$ cat config.mk
export PLATFORM = sky130hd
export DESIGN_NAME = m_clock_set_ctrl
export DESIGN_NICKNAME = d
export VERILOG_FILES = /design/src/rtl/m_clock_set_ctrl.sv
export SDC_FILE = /design/constraint.sdc
export NUM_CORES = 1
export LEC_CHECK = 0
export BUFFER_PORTS_ARGS = -buffer_cell sky130_fd_sc_hd__buf_4
export CAP_MARGIN = 20
export CORE_MARGIN = 4
export CORE_UTILIZATION = 25
export DETAILED_ROUTE_END_ITERATION = 7
export GPL_ROUTABILITY_DRIVEN = 0
export PLACE_DENSITY_LB_ADDON = 0.3
export SYNTH_ARGS = -nofsm -noshare
export SYNTH_HDL_FRONTEND = slang
export SYNTH_SLANG_ARGS = --single-unit
$ cat constraint.sdc
create_clock -name clk -period 2.4 [get_ports clk]
set_clock_uncertainty 0.2 [all_clocks]
set_input_delay 0.72 -clock clk [delete_from_list [all_inputs] [get_ports clk]]
set_output_delay 0.72 -clock clk [all_outputs]
set_load 0.05 [all_outputs]
$ cat src/rtl/m_clock_set_ctrl.sv
// rtl/m_clock_set_ctrl.sv - time-setting controller for the digital clock
//
// Purpose:
//   Samples the raw MODE and SET push-buttons once per scan tick, detects
//   presses, and steps a RUN -> SET_HOUR -> SET_MIN -> RUN mode machine.
//   Issues one-clk increment/clear strobes to the time counter datapath,
//   with hold-to-repeat on SET while in a setting mode.
//
// Ports:
//   clk       in   system clock
//   rst       in   asynchronous reset, active-high
//   btn_mode  in   raw MODE button (bouncing, asynchronous)
//   btn_set   in   raw SET button (bouncing, asynchronous)
//   mode      out  2'b00 RUN, 2'b01 SET_HOUR, 2'b10 SET_MIN
//   run_en    out  time counters advance (RUN only)
//   inc_hour  out  one-clk strobe: increment hours
//   inc_min   out  one-clk strobe: increment minutes
//   clr_sec   out  one-clk strobe: clear seconds
module m_clock_set_ctrl #(
    parameter int TICK_DIV     = 16,
    parameter int REPEAT_DELAY = 32,
    parameter int REPEAT_RATE  = 8
) (
    input  logic       clk,
    input  logic       rst,
    input  logic       btn_mode,
    input  logic       btn_set,
    output logic [1:0] mode,
    output logic       run_en,
    output logic       inc_hour,
    output logic       inc_min,
    output logic       clr_sec
);

    typedef enum logic [1:0] {
        S_RUN  = 2'b00,
        S_HOUR = 2'b01,
        S_MIN  = 2'b10
    } state_t;

    localparam logic [7:0] C_DELAY  = 8'(REPEAT_DELAY);
    localparam logic [7:0] C_RELOAD = 8'(REPEAT_DELAY - REPEAT_RATE);

    logic [TICK_DIV-1:0] r_div;
    logic                w_tick;
    logic                r_tick_d;

    logic                r_mode_cur;
    logic                r_mode_prev;
    logic                r_set_cur;
    logic                r_set_prev;

    state_t              r_state;
    state_t              w_state_nxt;
    logic [7:0]          r_rep_cnt;
    logic [7:0]          w_rep_cnt_nxt;
    logic [7:0]          w_rep_cnt_inc;
    logic                r_rep_arm;
    logic                w_rep_arm_nxt;

    logic                r_inc_hour;
    logic                r_inc_min;
    logic                r_clr_sec;
    logic                w_inc_hour_nxt;
    logic                w_inc_min_nxt;
    logic                w_clr_sec_nxt;

    logic                w_mode_press;
    logic                w_set_press;

    // Scan divider; the tick is the single cycle where it reads all-ones.
    assign w_tick = &r_div;

    always_ff @(posedge clk or posedge rst) begin
        if (rst) begin
            r_div    <= '0;
            r_tick_d <= 1'b0;
        end else begin
            r_div    <= r_div + 1'b1;
            r_tick_d <= w_tick;
        end
    end

    // Sampling only on the tick gives chatter rejection for free. Samples
    // reset to 1 so a button held through reset does not look like a press.
    always_ff @(posedge clk or posedge rst) begin
        if (rst) begin
            r_mode_cur  <= 1'b1;
            r_mode_prev <= 1'b1;
            r_set_cur   <= 1'b1;
            r_set_prev  <= 1'b1;
        end else if (w_tick) begin
            r_mode_prev <= r_mode_cur;
            r_mode_cur  <= btn_mode;
            r_set_prev  <= r_set_cur;
            r_set_cur   <= btn_set;
        end
    end

    // Presses are only meaningful in the one cycle after a sampling edge.
    assign w_mode_press  = r_tick_d & r_mode_cur & ~r_mode_prev;
    assign w_set_press   = r_tick_d & r_set_cur  & ~r_set_prev;
    assign w_rep_cnt_inc = r_rep_cnt + 8'd1;

    always_ff @(posedge clk or posedge rst) begin
        if (rst) begin
            r_state    <= S_RUN;
            r_rep_cnt  <= 8'd0;
            r_rep_arm  <= 1'b0;
            r_inc_hour <= 1'b0;
            r_inc_min  <= 1'b0;
            r_clr_sec  <= 1'b0;
        end else begin
            r_state    <= w_state_nxt;
            r_rep_cnt  <= w_rep_cnt_nxt;
            r_rep_arm  <= w_rep_arm_nxt;
            r_inc_hour <= w_inc_hour_nxt;
            r_inc_min  <= w_inc_min_nxt;
            r_clr_sec  <= w_clr_sec_nxt;
        end
    end

    // r_rep_arm is set only by a genuine SET press in a setting mode, so a
    // SET that was already held across a mode change (or reset) can never
    // start auto-repeating until it is released and pressed again.
    always_comb begin
        w_state_nxt    = r_state;
        w_rep_cnt_nxt  = r_rep_cnt;
        w_rep_arm_nxt  = r_rep_arm;
        w_inc_hour_nxt = 1'b0;
        w_inc_min_nxt  = 1'b0;
        w_clr_sec_nxt  = 1'b0;

        if (r_tick_d) begin
            if (w_mode_press) begin
                // MODE has priority over a SET press on the same tick.
                case (r_state)
                    S_RUN: begin
                        w_state_nxt   = S_HOUR;
                        w_clr_sec_nxt = 1'b1;
                    end
                    S_HOUR:  w_state_nxt = S_MIN;
                    default: w_state_nxt = S_RUN;
                endcase
                w_rep_cnt_nxt = 8'd0;
                w_rep_arm_nxt = 1'b0;
            end else if (r_state == S_RUN) begin
                w_rep_cnt_nxt = 8'd0;
                w_rep_arm_nxt = 1'b0;
            end else if (w_set_press) begin
                w_inc_hour_nxt = (r_state == S_HOUR);
                w_inc_min_nxt  = (r_state == S_MIN);
                w_rep_cnt_nxt  = 8'd0;
                w_rep_arm_nxt  = 1'b1;
            end else if (r_set_cur && r_rep_arm) begin
                if (w_rep_cnt_inc == C_DELAY) begin
                    w_inc_hour_nxt = (r_state == S_HOUR);
                    w_inc_min_nxt  = (r_state == S_MIN);
                    // Reloading below the threshold sets the repeat rate.
                    w_rep_cnt_nxt  = C_RELOAD;
                end else begin
                    w_rep_cnt_nxt = w_rep_cnt_inc;
                end
            end else begin
                w_rep_cnt_nxt = 8'd0;
                w_rep_arm_nxt = 1'b0;
            end
        end
    end

    assign mode     = r_state;
    assign run_en   = (r_state == S_RUN);
    assign inc_hour = r_inc_hour;
    assign inc_min  = r_inc_min;
    assign clr_sec  = r_clr_sec;

endmodule

==> key figures <==
Worst setup path
  – First element of the critical path: r_rep_cnt[0]
  – Worst R2R End: inc_min
  – Logic depth of the worst path, buffers included: 6
  – Highest fanout seen on the critical path: 7
  – Launching element type of the critical path: flop
  – Critical Path Sink: inc_min
  – Reg2reg setup slack: 0.33 ns
  – Largest stage delay, worst path: 0.45 ns
  – Reg2reg path depth: 6
  – Cell family with the largest share of critical-path delay: compound AO/OA/AOI/OAI gates
  – Sequence of cells on the critical path: ha_1, a21o_1, a211oi_1, o31ai_4, o21ai_1, and4b_1
  – Launch instance of the worst register-to-register path: r_rep_cnt[0]
  – Critical Path Sink Type: flop
  – Start-to-end type of the worst setup path: flop to flop
  – Slowest CP cell: dfrtp_1
  – Required time at the worst-slack endpoint: 2.42 ns
  – Arrival time reported for the critical path endpoint: 2.09 ns
  – Buf/Inv on CP: 0

Synth
  – Cell count after synthesis: 157
  – Cell type with the largest total area after synthesis: dfrtp_1
  – Main combinational cell family by area after synthesis: simple AND/OR/NAND/NOR gates
  – Number of library cell types mapped by synthesis: 41
  – Synthesized-area fraction occupied by xor and xnor cells: 7.23%
  – Number of nets produced by synthesis: 163
  – Post-synthesis adder-cell area fraction: 1.48%
  – Count of warnings emitted by yosys: 0
  – Share of the synthesized area in the top cell type: 45.8%
  – Basic-gate share of the synthesized area counting and, or, nand and nor cells: 19.6%
  – Sequential fraction of the synthesis area: 52.0%
  – Synthesized-area fraction occupied by ao, oa, aoi and oai cells: 11.7%
  – Post-synthesis mux area share: 4.13%
  – Synthesized cell area: 1700 sq um
  – Dominant cells by area after synthesis: dfrtp_1 (46%), dfstp_2 (6.2%), xnor2_1 (5.2%), nand2_1 (4.0%), mux2_4 (3.5%)
  – Average footprint of a synthesized cell: 10.8 sq um
  – Count of state elements after synthesis: 35

Clock network
  – Number of hold buffers added after CTS: 0
  – Post-CTS setup buffer count: 0
  – Total number of H-tree levels: 2
  – Clock Latency Late Sink: 0.28 ns
  – TritonCTS clock tree: built
  – Gates resized, CTS repair: 0
  – TritonCTS Buffers: 5
  – Clock net sink count: 35
  – Maximum root-to-sink buffer count: 2
  – Post-CTS clock slew at the launch and capture registers of the worst setup and hold paths: 0.07 ns
  – CTS Root Cell: clkbuf_8

Layout
  – Layout net count: 176
  – Signed area change from the synthesized netlist to the final layout: 16.5%
  – Most common library cell in the layout ignoring fill and taps: dfrtp_1
  – Antenna diode instance count: 0
  – Layout Cells excl Fill: 248
  – Proportion of layout cells with a drive suffix above 1: 20.5%
  – Final Instance Area: 1970 sq um
  – Most frequent cells in the layout: dfrtp_1 (31), nand2_1 (18), buf_4 (12), nand3_1 (11), xnor2_1 (10)
  – Filler cells: 669

STA
  – Actual slew at the worst max-slew pin: 0.489 ns
  – Worst rel slew slack: 67.1%
  – Fin Setup TNS: 0 ns
  – Crit share post-route: 86.4%
  – Unrepaired setup endpoints after global routing: false
  – Min setup slack post-route: 0.327 ns
  – Max-slew violation count: 0
  – Final count of negative-setup-slack endpoints: 0
  – Top achievable clock speed: 482 MHz
  – Hold violation count in the final report: 0
  – Time the worst path needs with I/O delays and setup: 2.07 ns

Detailed routing
  – Routed len/inst: 11.7 um
  – DRC: 0
  – Total number of vias: 1140
  – Detailed Route Iter0 Violations: 59
  – Remaining number of nets flagged by the antenna check after routing: 0
  – Number of detailed-route iterations in the first pass: 4
  – Average via count per standard cell: 4.60
  – Detailed Route WL: 2900 um

Status
  – Outcome: completed

Die
  – Die height: 90.4 um
  – Starting utilization of the core area: 26.2%
  – Standard-cell row count: 29
  – Die width: 90.4 um
  – Floorplan die area: 8160 sq um
  – IO Pins: 10
  – Placeable core area: 6460 sq um

Min path
  – Type of the worst min-delay path: flop to flop

Power and ir drop
  – Total power: 1.23 mW
  – Leakage power: 0.898 nW
  – Pwr per Cell Area: 625 nW/um^2
  – Worst IR Drop VDD: 0.275 mV

Global routing
  – Global-route wire length before repair: 5260 um
  – Met1 global-route usage: 10.1%
  – Global route overflow: 0
  – Met3 track demand over resource in global routing: 2.42%
  – Global Route met2 Usage: 12.1%
  – Most congested layer reported by global routing: met2
  – Antenna violations before repair: 0
  – Total global routing track utilization: 8.02%
  – Pin count of the biggest net entering global routing: 36
  – Via count of the first global-routing pass: 1113

Placed design
  – Number of port buffers: 9
  – DP HPWL: 1980 um
  – Placed Cells: 240
  – Pre-CTS setup slack: 0.353 ns
  – Placement Cell Area: 1840 sq um

Run
  – Max-cap violations: 0
-- metal layers --
metal  share of wire, %  routed length [um]
met4                2.0                  59
met5                  0                   0
met3                4.1                 119
met1                 48                1400
met2                 46                1320
-- layout make-up --
class,count,area (sq um),area share [%]
multi-input combinational,109,748,37.9
sequential,35,881,44.6
inverter,7,26.3,1.33
tap,77,96.3,4.88
clock buffer,6,72.6,3.68
timing repair buffer,12,90.1,4.56
clock inverter,2,60.1,3.04
-- where the power goes --
| part | switching, mW | internal [mW] | total (mW) |
|---|---|---|---|
| sequential | 0 | 0.590 | 0.590 |
| combinational | 0.0119 | 0.00433 | 0.0162 |
| clock | 0.212 | 0.415 | 0.628 |
| total | 0.224 | 1.01 | 1.23 |
-- synth_stat cells, drive strengths merged --
cell type	number
dfrtp	31
nand2	18
nand3	11
o21ai	10
xnor2	10
and3	7
inv	7
nor2	7
nand4	5
a21oi	4
buf	4
dfstp	4
mux2	4
xor2	4
a31oi	3
nor3	3
a211oi	2
a21o	2
and2	2
clkbuf	2
ha	2
o211a	2
o31ai	2
a211o	1
and3b	1
and4	1
and4b	1
mux2i	1
nand2b	1
nand3b	1
nor4	1
nor4b	1
o21a	1
o41ai	1
-- worst register-to-register path, delay by kind of cell (launching register included) --
kind,cells,cell delay (ns)
AOI/OAI and AO/OA,4,0.87
adders and majority gates,1,0.29
DFF,1,0.45
and+or+nand+nor,1,0.20
-- worst min-delay path by stage --
stage	start	endpoint	cells after the start
6_report	r_div[0]	r_div[0]	1
3_3_place_gp	r_div[12]	r_div[12]	1
3_5_place_dp	r_div[0]	r_div[0]	1
5_1_grt	r_div[12]	r_div[12]	1
2_1_floorplan	r_div[0]	r_div[0]	1
4_1_cts	r_div[0]	r_div[0]	1
-- sequential cells by signal (all words and copies together), names as in the netlist --
register     cells
r_rep_cnt        8
r_tick_d         1
r_set_prev       1
inc_hour         1
r_mode_cur       1
r_rep_arm        1
clr_sec          1
r_div           16
r_set_cur        1
mode             2
inc_min          1
r_mode_prev      1
-- cell families (layout without fill, tap and decap cells) --
logic type / Yosys count / count (layout)
AOI/OAI and AO/OA: 28 / 28
xor gates and xnor gates: 14 / 14
adders and majority gates: 2 / 2
buffers and inverters: 13 / 27
DFF: 35 / 35
muxes: 5 / 5
and+or+nand+nor: 60 / 60
-- stage by stage --
stage | utilization [%] | hold slack [ns]
final | 30.6 | 0.274
after global routing | 30.6 | 0.296
after CTS | 30.6 | 0.282
after detailed placement | 28.5 | 0.271
after global placement | 28.5 | 0.265
after floorplan | - | 0.244
Note: power is estimated with default switching activity, not from simulation.
